===== src/rtl/sreg_pkg.sv =====
// Shared definitions for the 42-bit shift-register link (receiver and transmit controller).
package sreg_pkg;
  localparam int SREG_WIDTH = 42;
  localparam int SREG_CNT_W = 6;

  typedef enum logic [1:0] {
    RX_IDLE     = 2'd0,
    RX_RECV     = 2'd1,
    RX_WAIT_LOW = 2'd2
  } sreg_rx_state_t;
endpackage


===== src/rtl/sreg_rx_if.sv =====
// Serial link inputs plus the parallel valid/ready and status side of the receiver.
interface sreg_rx_if import sreg_pkg::*; #(
  parameter int WIDTH = SREG_WIDTH
);
  logic             sclk;
  logic             sdata;
  logic             shift;
  logic             ready;
  logic             clr_err;
  logic [WIDTH-1:0] data_out;
  logic             valid;
  logic             overrun;
  logic             frame_err;
  logic             busy;

  // master: the receiver itself
  modport master (
    input  sclk, sdata, shift, ready, clr_err,
    output data_out, valid, overrun, frame_err, busy
  );

  // slave: link driver plus word consumer
  modport slave (
    output sclk, sdata, shift, ready, clr_err,
    input  data_out, valid, overrun, frame_err, busy
  );
endinterface


===== src/rtl/sreg_rx_buf.sv =====
// One-entry valid/ready holding register; a completed word arriving while full is dropped and flagged.
module sreg_rx_buf #(
  parameter int WIDTH = 42
) (
  input  logic             clk,
  input  logic             rst_n,
  input  logic             wr_en,
  input  logic [WIDTH-1:0] wr_data,
  input  logic             ready,
  input  logic             clr_err,
  output logic [WIDTH-1:0] data_out,
  output logic             valid,
  output logic             overrun
);
  logic [WIDTH-1:0] data_reg;
  logic             valid_reg;
  logic             overrun_reg;
  logic             can_load;

  // A consumer draining the entry in the same cycle frees it for the new word
  assign can_load = ~valid_reg | ready;

  always_ff @(posedge clk or negedge rst_n) begin
    if (!rst_n) begin
      data_reg    <= '0;
      valid_reg   <= 1'b0;
      overrun_reg <= 1'b0;
    end else begin
      if (wr_en && can_load) begin
        data_reg  <= wr_data;
        valid_reg <= 1'b1;
      end else if (valid_reg && ready) begin
        valid_reg <= 1'b0;
      end

      if (wr_en && !can_load)
        overrun_reg <= 1'b1;
      else if (clr_err)
        overrun_reg <= 1'b0;
    end
  end

  assign data_out = data_reg;
  assign valid    = valid_reg;
  assign overrun  = overrun_reg;
endmodule


===== src/rtl/sreg_rx.sv =====
// Serial-to-parallel receiver: frames LSB-first bits under shift, hands whole words to a one-entry buffer.
module sreg_rx import sreg_pkg::*; #(
  parameter int WIDTH = SREG_WIDTH,
  parameter int CNT_W = SREG_CNT_W
) (
  input  logic      clk,
  input  logic      rst_n,
  sreg_rx_if.master bus
);
  sreg_rx_state_t   state_reg, state_next;
  logic [WIDTH-1:0] shreg_reg, shreg_next;
  logic [CNT_W-1:0] bit_cnt_reg, bit_cnt_next;
  logic             sclk_q_reg;
  logic             busy_reg, busy_next;
  logic             frame_err_reg, frame_err_next;
  logic             sclk_rise;
  logic             last_bit;
  logic             wr_en;
  logic [WIDTH-1:0] word;
  logic [WIDTH-1:0] buf_data;
  logic             buf_valid;
  logic             buf_overrun;

  assign sclk_rise = bus.sclk & ~sclk_q_reg;
  assign last_bit  = (bit_cnt_reg == CNT_W'(WIDTH - 1));
  assign word      = {bus.sdata, shreg_reg[WIDTH-1:1]};

  always_ff @(posedge clk or negedge rst_n) begin
    if (!rst_n) begin
      state_reg     <= RX_IDLE;
      shreg_reg     <= '0;
      bit_cnt_reg   <= '0;
      sclk_q_reg    <= 1'b0;
      busy_reg      <= 1'b0;
      frame_err_reg <= 1'b0;
    end else begin
      state_reg     <= state_next;
      shreg_reg     <= shreg_next;
      bit_cnt_reg   <= bit_cnt_next;
      sclk_q_reg    <= bus.sclk;
      busy_reg      <= busy_next;
      frame_err_reg <= frame_err_next;
    end
  end

  always_comb begin
    state_next = state_reg;
    case (state_reg)
      RX_IDLE:     if (bus.shift) state_next = RX_RECV;
      RX_RECV: begin
        if (!bus.shift)
          state_next = RX_IDLE;
        else if (sclk_rise && last_bit)
          state_next = RX_WAIT_LOW;
      end
      RX_WAIT_LOW: if (!bus.shift) state_next = RX_IDLE;
      default:     state_next = RX_IDLE;
    endcase
  end

  always_comb begin
    shreg_next     = shreg_reg;
    bit_cnt_next   = bit_cnt_reg;
    wr_en          = 1'b0;
    frame_err_next = 1'b0;
    case (state_reg)
      RX_IDLE: begin
        // The edge that coincides with shift rising is already bit 0
        shreg_next   = '0;
        bit_cnt_next = '0;
        if (bus.shift && sclk_rise) begin
          shreg_next   = word;
          bit_cnt_next = CNT_W'(1);
        end
      end
      RX_RECV: begin
        if (!bus.shift) begin
          frame_err_next = 1'b1;
          shreg_next     = '0;
          bit_cnt_next   = '0;
        end else if (sclk_rise) begin
          shreg_next   = word;
          bit_cnt_next = bit_cnt_reg + CNT_W'(1);
          wr_en        = last_bit;
        end
      end
      RX_WAIT_LOW: if (!bus.shift) bit_cnt_next = '0;
      default: begin
        shreg_next   = '0;
        bit_cnt_next = '0;
      end
    endcase
    busy_next = (state_next == RX_RECV);
  end

  sreg_rx_buf #(
    .WIDTH(WIDTH)
  ) u_buf (
    .clk      (clk),
    .rst_n    (rst_n),
    .wr_en    (wr_en),
    .wr_data  (word),
    .ready    (bus.ready),
    .clr_err  (bus.clr_err),
    .data_out (buf_data),
    .valid    (buf_valid),
    .overrun  (buf_overrun)
  );

  assign bus.data_out  = buf_data;
  assign bus.valid     = buf_valid;
  assign bus.overrun   = buf_overrun;
  assign bus.frame_err = frame_err_reg;
  assign bus.busy      = busy_reg;
endmodule


===== src/flat_wrapper.sv =====
// flat-port wrapper written by rule: the top's interface ports become plain ports
module sreg_rx_flat import sreg_pkg::*;
#(
  parameter int WIDTH = SREG_WIDTH,
  parameter int CNT_W = SREG_CNT_W
)
  (clk, rst_n, bus_sclk, bus_sdata, bus_shift, bus_ready, bus_clr_err, bus_data_out, bus_valid, bus_overrun, bus_frame_err, bus_busy);
  sreg_rx_if #(.WIDTH(WIDTH)) bus_i ();
  input  logic clk;
  input  logic rst_n;
  input wire logic [$bits(bus_i.sclk)-1:0] bus_sclk;
  input wire logic [$bits(bus_i.sdata)-1:0] bus_sdata;
  input wire logic [$bits(bus_i.shift)-1:0] bus_shift;
  input wire logic [$bits(bus_i.ready)-1:0] bus_ready;
  input wire logic [$bits(bus_i.clr_err)-1:0] bus_clr_err;
  output wire logic [$bits(bus_i.data_out)-1:0] bus_data_out;
  output wire logic [$bits(bus_i.valid)-1:0] bus_valid;
  output wire logic [$bits(bus_i.overrun)-1:0] bus_overrun;
  output wire logic [$bits(bus_i.frame_err)-1:0] bus_frame_err;
  output wire logic [$bits(bus_i.busy)-1:0] bus_busy;
  assign bus_i.sclk = bus_sclk;
  assign bus_i.sdata = bus_sdata;
  assign bus_i.shift = bus_shift;
  assign bus_i.ready = bus_ready;
  assign bus_i.clr_err = bus_clr_err;
  assign bus_data_out = bus_i.data_out;
  assign bus_valid = bus_i.valid;
  assign bus_overrun = bus_i.overrun;
  assign bus_frame_err = bus_i.frame_err;
  assign bus_busy = bus_i.busy;
  sreg_rx #(.WIDTH(WIDTH), .CNT_W(CNT_W)) u_core (.clk(clk), .rst_n(rst_n), .bus(bus_i));
endmodule

===== config.mk =====
export PLATFORM = sky130hd
export DESIGN_NAME = sreg_rx_flat
export DESIGN_NICKNAME = d
export VERILOG_FILES = /design/src/rtl/sreg_pkg.sv /design/src/rtl/sreg_rx_if.sv /design/src/rtl/sreg_rx_buf.sv /design/src/rtl/sreg_rx.sv /design/src/flat_wrapper.sv
export SDC_FILE = /design/constraint.sdc
export NUM_CORES = 1
export LEC_CHECK = 0
export ABC_CLOCK_PERIOD_IN_PS = 4300
export CAP_MARGIN = 20
export CORE_MARGIN = 4
export CORE_UTILIZATION = 56
export CTS_CLUSTER_DIAMETER = 100
export DETAILED_ROUTE_END_ITERATION = 7
export GPL_TIMING_DRIVEN = 0
export PLACE_DENSITY = 0.86
export SYNTH_ARGS = -nofsm -noshare
export SYNTH_HDL_FRONTEND = slang
export SYNTH_SLANG_ARGS = --single-unit

===== constraint.sdc =====
create_clock -name clk -period 4.3 [get_ports clk]
set_clock_uncertainty 0.05 [all_clocks]
set_input_delay 0.86 -clock clk [delete_from_list [all_inputs] [get_ports clk]]
set_output_delay 0.86 -clock clk [all_outputs]
set_load 0.1 [all_outputs]

==> out/metrics.cfg <==
[outcome]
status = complete, no violations

[routing]
vias = 2261
final_antenna_net_count = 0
drtIter0Drc = 79
finalWirelength_mm = 6.64
viasPerCell = 5.71
first_pass_iters = 4
wire_per_inst_um = 16.8
drc = 0

[yosys]
synth_cells = 250
yosys.area_share.simple_pct = 5.03
yosysTopAreaCell = dfrtp_1
ys_seq_area_share_pct = 62.7
synth_top_area_share_pct = 62.7
synthMuxAreaShare_pct = 16.8
async_flop_share_pct = 100
syn_nets = 259
synth-compound-area-share_pct = 12.1
yosys-top-cells-count = dfrtp_1 (96), a22o_1 (41), mux2_4 (40)
synth_flop_cell = dfrtp_1
ys_types = 29
synth_area_per_cell_um2 = 15.3
ys_top_cells_by_area = dfrtp_1 (63%), mux2_4 (16%), a22o_1 (9.4%), buf_6 (1.2%), clkbuf_1 (0.88%)
ys_ff_latch = 96
syn_area_um2 = 3830
synth-adder-area-share_pct = 0.653
synth_xor_area_share_pct = 0
ys.warnings.count = 0
synth_top_family_by_area = multiplexers
yosysMostFrequentCell = dfrtp_1
synth_edf_count = 0

[grt]
grt_usage_pct = 18.0
grt_max_degree = 53
grt_pass1_wl_mm = 11.8
grt_overflow = 0
grt_pass1_vias = 2406
grt_antenna_before_repair = 0

[setup_path]
cp-start-kind = flip-flop
path_class = reg2out
required_ps = 3390
worst_ep_arrival_time_ps = 1890
cp_cell_sequence = clkdlybuf4s50_1
cp_slowest_cell = clkdlybuf4s50_1
crit_family = buffers and inverters
worstSetupEndpointType = output pin
crit_fanout = 2
crit_buf_inv = 1
slowest_delay_ps = 1150

[place]
dpl.hpwl_mm = 4.53
gp_congestion = 0.820
portBuffers = 52

[clock_tree]
numCtsBuffers = 9
post_cts_buffers = 0
root_buffer = clkbuf_8
ctsHoldBuffers = 0
cts_htree_levels = 3
clock_sinks = 96
cts_resized = 0
clk_pin_slew_ps = 90
cts_tree = yes
clk_latency_ps = 360
cts_buffer_depth = 2

[finish]
drive_above_1_share_pct = 21.3
diodes = 0
largest_reg_flops = 42
nets = 323
syn2layout_area_growth_pct = 21.8
post-route-util_pct = 71.8

[min_path]
hold_class = reg2reg

[power]
vdd_ir_drop_max_uv = 185
fin_total_pwr_mw = 1.56
p_leak_nw = 2.28
power_density_nw_per_um2 = 335

[sta]
finalSetupViolCount = 0
final_hold_viol_count = 0
finalSetupTns_ps = 0
rsz0062_at_grt = false
tightest_slew_ps = 984
finalCritPeriodShare_pct = 65.1
slew_viol_final = 0
fmax_mhz = 357
fin_crit_ps = 2800
relSlewSlack_pct = 34.2

[floorplanning]
dieArea_um2 = 8230
die_h_um = 90.7
row_count = 29
io_pins = 53
die_w_um = 90.7
initial_core_util_pct = 59.0
core_um2 = 6490

[flow_run]
cap_viol_max_count = 0

## kinds of logic (layout without fill, tap and decap cells)
family                     count (synthesis)  in the layout
DFF                                       96             96
AOI/OAI and AO/OA                         57             57
muxes                                     44             44
and+or+nand+nor                           32             32
buffers and inverters                     19             88
adders and majority gates                  2              2
## through the flow
step	hold WS, ps	area [um^2]	setup slack, ps	instances
2_1_floorplan	423	3830	2220	250
3_3_place_gp	437	4450	-980	379
3_5_place_dp	447	4460	1430	380
4_1_cts	467	4670	1480	396
5_1_grt	474	4670	1440	396
6_report	463	4670	1500	396
## routing by layer
| layer | GRT usage, % | vias up | share of wire, % |
|---|---|---|---|
| li1 | - | 1045 | - |
| met1 | 24.9 | 1160 | 48 |
| met2 | 27.7 | 44 | 47 |
| met3 | 3.33 | 12 | 3.2 |
| met4 | 8.04 | 0 | 1.7 |
| met5 | 0 | - | 0 |
## path summary, 6_finish.rpt
path                                            from                   endpoint  slack, ps  cells past startpoint
max                        u_core.u_buf.data_out[38]           bus_data_out[38]       1500                      1
min                        u_core.u_buf.data_out[33]  u_core.u_buf.data_out[33]        460                      1
max reg2reg                    u_core.bit_cnt_reg[0]  u_core.u_buf.data_out[33]       2260                      6
min reg2reg                u_core.u_buf.data_out[33]  u_core.u_buf.data_out[33]        460                      1
max in group asynchronous                      rst_n  u_core.u_buf.data_out[27]       3080                      2
min in group asynchronous                      rst_n   u_core.u_buf.data_out[1]        470                      1
## where the power goes
part	total, mW	internal [mW]	switching (mW)	leakage [nW]
sequential	0.909	0.905	0.00321	1.33
clock	0.592	0.275	0.317	0.101
combinational	0.0642	0.0167	0.0475	0.850
total	1.56	1.20	0.367	2.28
## cell type report
type / count / area [um^2]
multi-input cells: 135 / 1330
flip-flops and latches: 96 / 2400
well taps: 77 / 96.3
repair buffers: 53 / 538
inverters: 5 / 18.8
clock buffers: 9 / 124
plain buffers: 14 / 83.8
clock inverters: 7 / 77.6
fillers: 447 / 1830
## placed cells by master (no fill, tap or decap)
| cell type | count |
|---|---|
| or3_1 | 4 |
| nand3_4 | 1 |
| a21o_1 | 1 |
| clkinv_2 | 1 |
| nor2_1 | 9 |
| clkinvlp_4 | 1 |
| and2_1 | 1 |
| nand2b_1 | 3 |
| o21ai_0 | 4 |
| a22o_1 | 41 |
| inv_6 | 3 |
| nand3_1 | 2 |
| dfrtp_1 | 96 |
| buf_12 | 1 |
| nor4_4 | 1 |
| mux2_2 | 3 |
| a21oi_1 | 2 |
| nand2_1 | 6 |
| nand4b_1 | 2 |
| buf_4 | 1 |
| nor2b_1 | 1 |
| clkbuf_8 | 9 |
| bufinv_16 | 1 |
| nand4_1 | 1 |
| clkbuf_1 | 9 |
| mux2i_1 | 1 |
| buf_2 | 1 |
| clkdlybuf4s50_1 | 51 |
| a21boi_0 | 4 |
| clkinv_4 | 1 |
| ha_1 | 2 |
| or4_1 | 1 |
| a31oi_1 | 1 |
| a41oi_1 | 2 |
| mux2_4 | 40 |
| o22ai_1 | 2 |
| inv_1 | 5 |
| buf_6 | 4 |
Power figures use the tool's default switching activity.
==> RTL change 1 (same flow settings) <==
Make the reset (`rst_n`) synchronous in 2 clocked blocks.
--- a/src/rtl/sreg_rx_buf.sv
+++ b/src/rtl/sreg_rx_buf.sv
@@ -22,3 +22,3 @@
 
-  always_ff @(posedge clk or negedge rst_n) begin
+  always_ff @(posedge clk) begin
     if (!rst_n) begin
--- a/src/rtl/sreg_rx.sv
+++ b/src/rtl/sreg_rx.sv
@@ -27,3 +27,3 @@
 
-  always_ff @(posedge clk or negedge rst_n) begin
+  always_ff @(posedge clk) begin
     if (!rst_n) begin
Function: differs if rst_n is asserted again (counterexample within 4 cycles, from zero or initial values and one cycle with rst_n low); with rst_n held inactive, the same outputs for 10 cycles.
==> RTL change 1 against the original RTL <==
  * Clock power up 2%
  * Routed wire length is 11% higher
  * Worst hold slack got worse by 0.057 ns
  * Core utilization is 0.17 points lower
  * Total power fell by 1.1%
  * Combinational power fell by 22%
  * Cell area fell by 9.1%
  * Worst setup slack better by 0.018 ns
  * Register-to-register slack better by 0.15 ns
  * Area after synthesis is 11% lower
  * Highest routed layer unchanged
  * Sequential cell count stayed put
==> RTL change 1: results (changes against the original RTL) <==
.. list-table::
   :header-rows: 1

   * - Metric
     - Value
   * - Arrival time of data at the critical path endpoint
     - 1.87 ns (-0.02 ns)
   * - FF-to-FF setup slack
     - 2.41 ns (+0.15 ns)
   * - Post-placement setup slack
     - 1.61 ns (+0.182 ns)
   * - Leakage
     - 1.53 nW (-33%)
   * - Iteration-0 DRC Markers
     - 132 (+67%)
   * - VDD IR max
     - 0.193 mV (+4.4%)
   * - Largest family of logic cells by synthesized area
     - compound AO/OA/AOI/OAI gates
   * - Result of the run
     - finished, final reports clean
   * - Switch share
     - 22.2% (-1.3 points)
   * - Worst Hold Launch
     - u_core.u_buf.data_out[23]
   * - Vias after detailed routing
     - 2,784 (+23%)
   * - WHS Path Cells
     - 2 (+1)
   * - Fraction of layout instances using a drive strength above 1
     - 9.40% (-12 points)
   * - Capturing point of the worst reg2reg path
     - u_core.u_buf.data_out[27]
   * - Final GP Congestion
     - 0.798 (-2.7%)
   * - Post-synthesis compound-gate area fraction
     - 20.2% (+8.1 points)
   * - Root buf cell
     - clkbuf_8
   * - Worst hold slack
     - 0.406 ns (-0.0570 ns)
   * - Number of library cell types mapped by synthesis
     - 35 (+21%)
   * - Post-synthesis share of cell area spent on xor and xnor gates
     - 0.512% (+0.51 points)
   * - Detailed placement HPWL
     - 5040 µm (+11%)
   * - Post-synth ARST share
     - 0% (-100 points)
   * - Fill cell instance count of the final layout
     - 450 (+0.67%)
   * - DP Area
     - 4040 µm² (-9.6%)
   * - Origin of the critical flop-to-flop path
     - u_core.bit_cnt_reg[0]
   * - Most frequent cells after synthesis
     - dfxtp_1 (96), nand3_1 (44), nand2_1 (43)
   * - Sequential element share of the synthesized area
     - 56.2% (-6.6 points)
   * - Pin count of the biggest net entering global routing
     - 16 (-70%)
   * - Final nets
     - 419 (+30%)
   * - Cells taking the most area after synthesis
     - dfxtp_1 (56%), a22o_1 (10%), nand3_1 (6.4%), nand2_1 (4.7%), o21ai_0 (4.7%)
   * - Synth Area in Adders
     - 0.731% (+0.078 points)
   * - Mapped Nets
     - 356 (+37%)
   * - Number of global-route vias before repair
     - 2,729 (+13%)
   * - Endpoint of the worst hold-timing path
     - u_core.u_buf.data_out[23]
   * - Wire length of the first global-routing pass
     - 12,900 µm (+8.9%)
   * - Number of hold violations in the final report
     - 0 (unchanged)
   * - Average detailed-routed wire length per instance
     - 15.0 µm (-10%)
   * - Overall routing resource usage
     - 21.8% (+3.8 points)
## RTL change 1: cell count changes in the layout (fill, tap and decap cells not counted), moves of 15 or more
cell     before  now
dfrtp_1      96    0
dfxtp_1       0   96
nand3_1       2   44
mux2_4       40    0
nand2_1       6   43
o21ai_0       4   32
o21ai_1       0   15
## RTL change 1: power by group through the flow
stage / Sequential, mW / Combinational [mW] / Clock, mW
final: 0.893 / 0.0499 / 0.605
after global routing: 0.894 / 0.0547 / 0.649
after CTS: 0.893 / 0.0497 / 0.610
after detailed placement: 0.914 / 0.0493 / 0
after global placement: 0.914 / 0.0486 / 0
after floorplan: 0.919 / 0.0269 / 0
## RTL change 1: metal layers
metal	vias up	track usage [%]	share of wire (%)	routed length, µm
met2	84	34.9	47	3500
met1	1326	28.7	46	3380
met4	0	7.37	1.6	116
met5	-	0	0	0
li1	1360	-	-	-
met3	14	5.70	5.2	381
## RTL change 1: cell type report
class	instances	share of cell area [%]
Buffer	30	3.95
Inverter	2	0.177
Clock buffer	11	3.57
Timing Repair Buffer	52	12.3
Clock inverter	5	1.30
Tap cell	75	2.21
Multi-Input combinational cell	219	31.2
Sequential cell	96	45.3
## RTL change 1: worst max path at each step
stage                                          from                        end  slack [ns]  depth (start not counted)
after CTS                 u_core.u_buf.data_out[31]           bus_data_out[31]        1.51                          1
after global placement                    bus_shift  u_core.u_buf.data_out[23]        1.63                          6
after floorplan                  u_core.u_buf.valid   u_core.u_buf.data_out[0]        2.35                          6
after global routing      u_core.u_buf.data_out[19]           bus_data_out[19]        1.46                          1
after detailed placement                      rst_n      u_core.bit_cnt_reg[1]        1.61                          5
final                     u_core.u_buf.data_out[31]           bus_data_out[31]        1.52                          1
## RTL change 1: cell families (layout without fill, tap and decap cells)
group	after synthesis	in the layout
flip-flops	96	96
buffers and inverters	32	100
XOR/XNOR	2	2
AND/OR/NAND/NOR	113	113
adder cells (fa/ha/maj)	2	2
AO/OA/AOI/OAI	101	101
multiplexers	1	1
## RTL change 1: stage by stage
step           power, mW  util, %  cells
2_1_floorplan      0.946        -    347
3_3_place_gp       0.962     68.2    474
3_5_place_dp       0.963     68.2    474
4_1_cts             1.55     71.7    490
5_1_grt             1.60     71.7    490
6_report            1.55     71.7    490
==> RTL change 2 (config.mk and constraints unchanged) <==
Without the edit above. Change the package constant `SREG_WIDTH` from 42 to 46.
--- a/src/rtl/sreg_pkg.sv
+++ b/src/rtl/sreg_pkg.sv
@@ -2,3 +2,3 @@
 package sreg_pkg;
-  localparam int SREG_WIDTH = 42;
+  localparam int SREG_WIDTH = 46;
   localparam int SREG_CNT_W = 6;
Ports: changed (resized bus_data_out); port bits go from 53 to 57. The function was not compared with the original's and may differ.
==> RTL change 2 against the original RTL <==
  * Cell area up 8.9%
  * Sequential cell count up 8
  * Non-clock buffer count up 4
  * Area after synthesis up 8.5%
  * Total power up 6.9%
  * Core utilization down 1.4 points
  * Worst setup slack better by 0.0042 ns
  * Routed wire length up 6.5%
  * Largest cell class unchanged
==> RTL change 2: results (changes against the original RTL) <==
.. list-table::
   :header-rows: 1

   * - Metric
     - Value
   * - Result of the run
     - finished, final reports clean
   * - Final nets
     - 340 (+5.3%)
   * - Mean instance size in the synthesized netlist
     - 15.8 µm² (+3.1%)
   * - Detailed placement HPWL
     - 4940 µm (+9.1%)
   * - Share of cell area taken by muxes after synthesis
     - 17.1% (+0.25 points)
   * - Leakage
     - 2.35 nW (+3.0%)
   * - Max FFs per register
     - 46 (+9.5%)
   * - Number of library cell types mapped by synthesis
     - 31 (+6.9%)
   * - Worst min-delay path category
     - in -> async
   * - Port buffer count
     - 56 (+7.7%)
   * - Fraction of layout instances using a drive strength above 1
     - 21.7% (+0.41 points)
   * - Cells taking the most area after synthesis
     - dfrtp_1 (63%), mux2_4 (14%), a22o_1 (9.5%), buf_12 (2.4%), mux2_2 (1.9%)
   * - Total wire length after detailed routing
     - 7070 µm (+6.5%)
   * - Most frequent cells after synthesis
     - dfrtp_1 (104), a22o_1 (45), mux2_4 (40)
   * - Post-CTS Setup Bufs
     - 0 (unchanged)
   * - Mapped Nets
     - 272 (+5.0%)
   * - Later-pin clock latency in the skew report
     - 0.35 ns
   * - Iteration-0 DRC Markers
     - 115 (+46%)
   * - Sequential element share of the synthesized area
     - 62.7% (-0.074 points)
   * - Pin count of the biggest net entering global routing
     - 68 (+28%)
   * - Fill cell instance count of the final layout
     - 525 (+17%)
   * - VDD IR max
     - 0.160 mV (-13%)
   * - Worst-Margin Slew
     - 1.00 ns (+0.0212 ns)
   * - Vias after detailed routing
     - 2,343 (+3.6%)
   * - Wire length of the first global-routing pass
     - 12,000 µm (+1.5%)
   * - Average detailed-routed wire length per instance
     - 16.3 µm (-3.1%)
   * - Dpl cells
     - 419 (+10%)
   * - Synth Area in Adders
     - 0.602% (-0.051 points)
   * - Final GP Congestion
     - 0.811 (-1.1%)
   * - Number of global-route vias before repair
     - 2,393 (-0.54%)
   * - Overall routing resource usage
     - 17.6% (-0.33 points)
   * - DP Area
     - 4860 µm² (+8.9%)
   * - Post-placement setup slack
     - 1.29 ns (-0.137 ns)
   * - Post-synthesis compound-gate area fraction
     - 11.3% (-0.76 points)
-- RTL change 2: cell count changes in the layout (fill, tap and decap cells not counted), moves of 4 or more --
cell,unedited run,this run
dfrtp_1,96,104
a22o_1,41,45
buf_12,1,5
buf_6,4,0
clkdlybuf4s50_1,51,55
mux2_2,3,7
nand2_1,6,10
nor2_1,9,5
o21ai_0,4,0
or3_1,4,0
-- RTL change 2: layer usage --
metal	wire [µm]	vias up	GRT usage, %
met4	57	0	5.42
met5	0	-	0
li1	-	1096	-
met2	3450	45	27.7
met1	3300	1197	23.8
met3	270	5	5.05
-- RTL change 2: cell type report --
class,instances,area [µm²],area share (%)
Clock inverter,4,51.3,1.01
Tap cell,99,124,2.44
Sequential cell,104,2600,51.2
Inverter,3,11.3,0.222
Clock buffer,12,165,3.25
Timing Repair Buffer,57,586,11.5
Buffer,14,134,2.64
Multi-Input combinational cell,142,1410,27.7
-- RTL change 2: final timing paths --
| path | startpoint | to | slack (ns) | cells past startpoint |
|---|---|---|---|---|
| min in group clk | u_core.u_buf.data_out[7] | u_core.u_buf.data_out[7] | 0.46 | 1 |
| worst min register to register | u_core.u_buf.data_out[7] | u_core.u_buf.data_out[7] | 0.46 | 1 |
| max in group asynchronous | rst_n | u_core.shreg_reg[30] | 3.11 | 2 |
| worst min-delay path | rst_n | u_core.u_buf.data_out[6] | 0.42 | 1 |
| worst max register to register | u_core.bit_cnt_reg[1] | u_core.u_buf.data_out[41] | 2.11 | 8 |
| worst max-delay path | u_core.u_buf.data_out[35] | bus_data_out[35] | 1.50 | 1 |
-- RTL change 2: report_power, final --
part	leakage (nW)	total [mW]	internal [mW]	switching, mW
Sequential	1.44	0.984	0.981	0.00303
Clock	0.109	0.623	0.317	0.306
Combinational	0.799	0.0668	0.0171	0.0497
Total	2.35	1.67	1.31	0.358
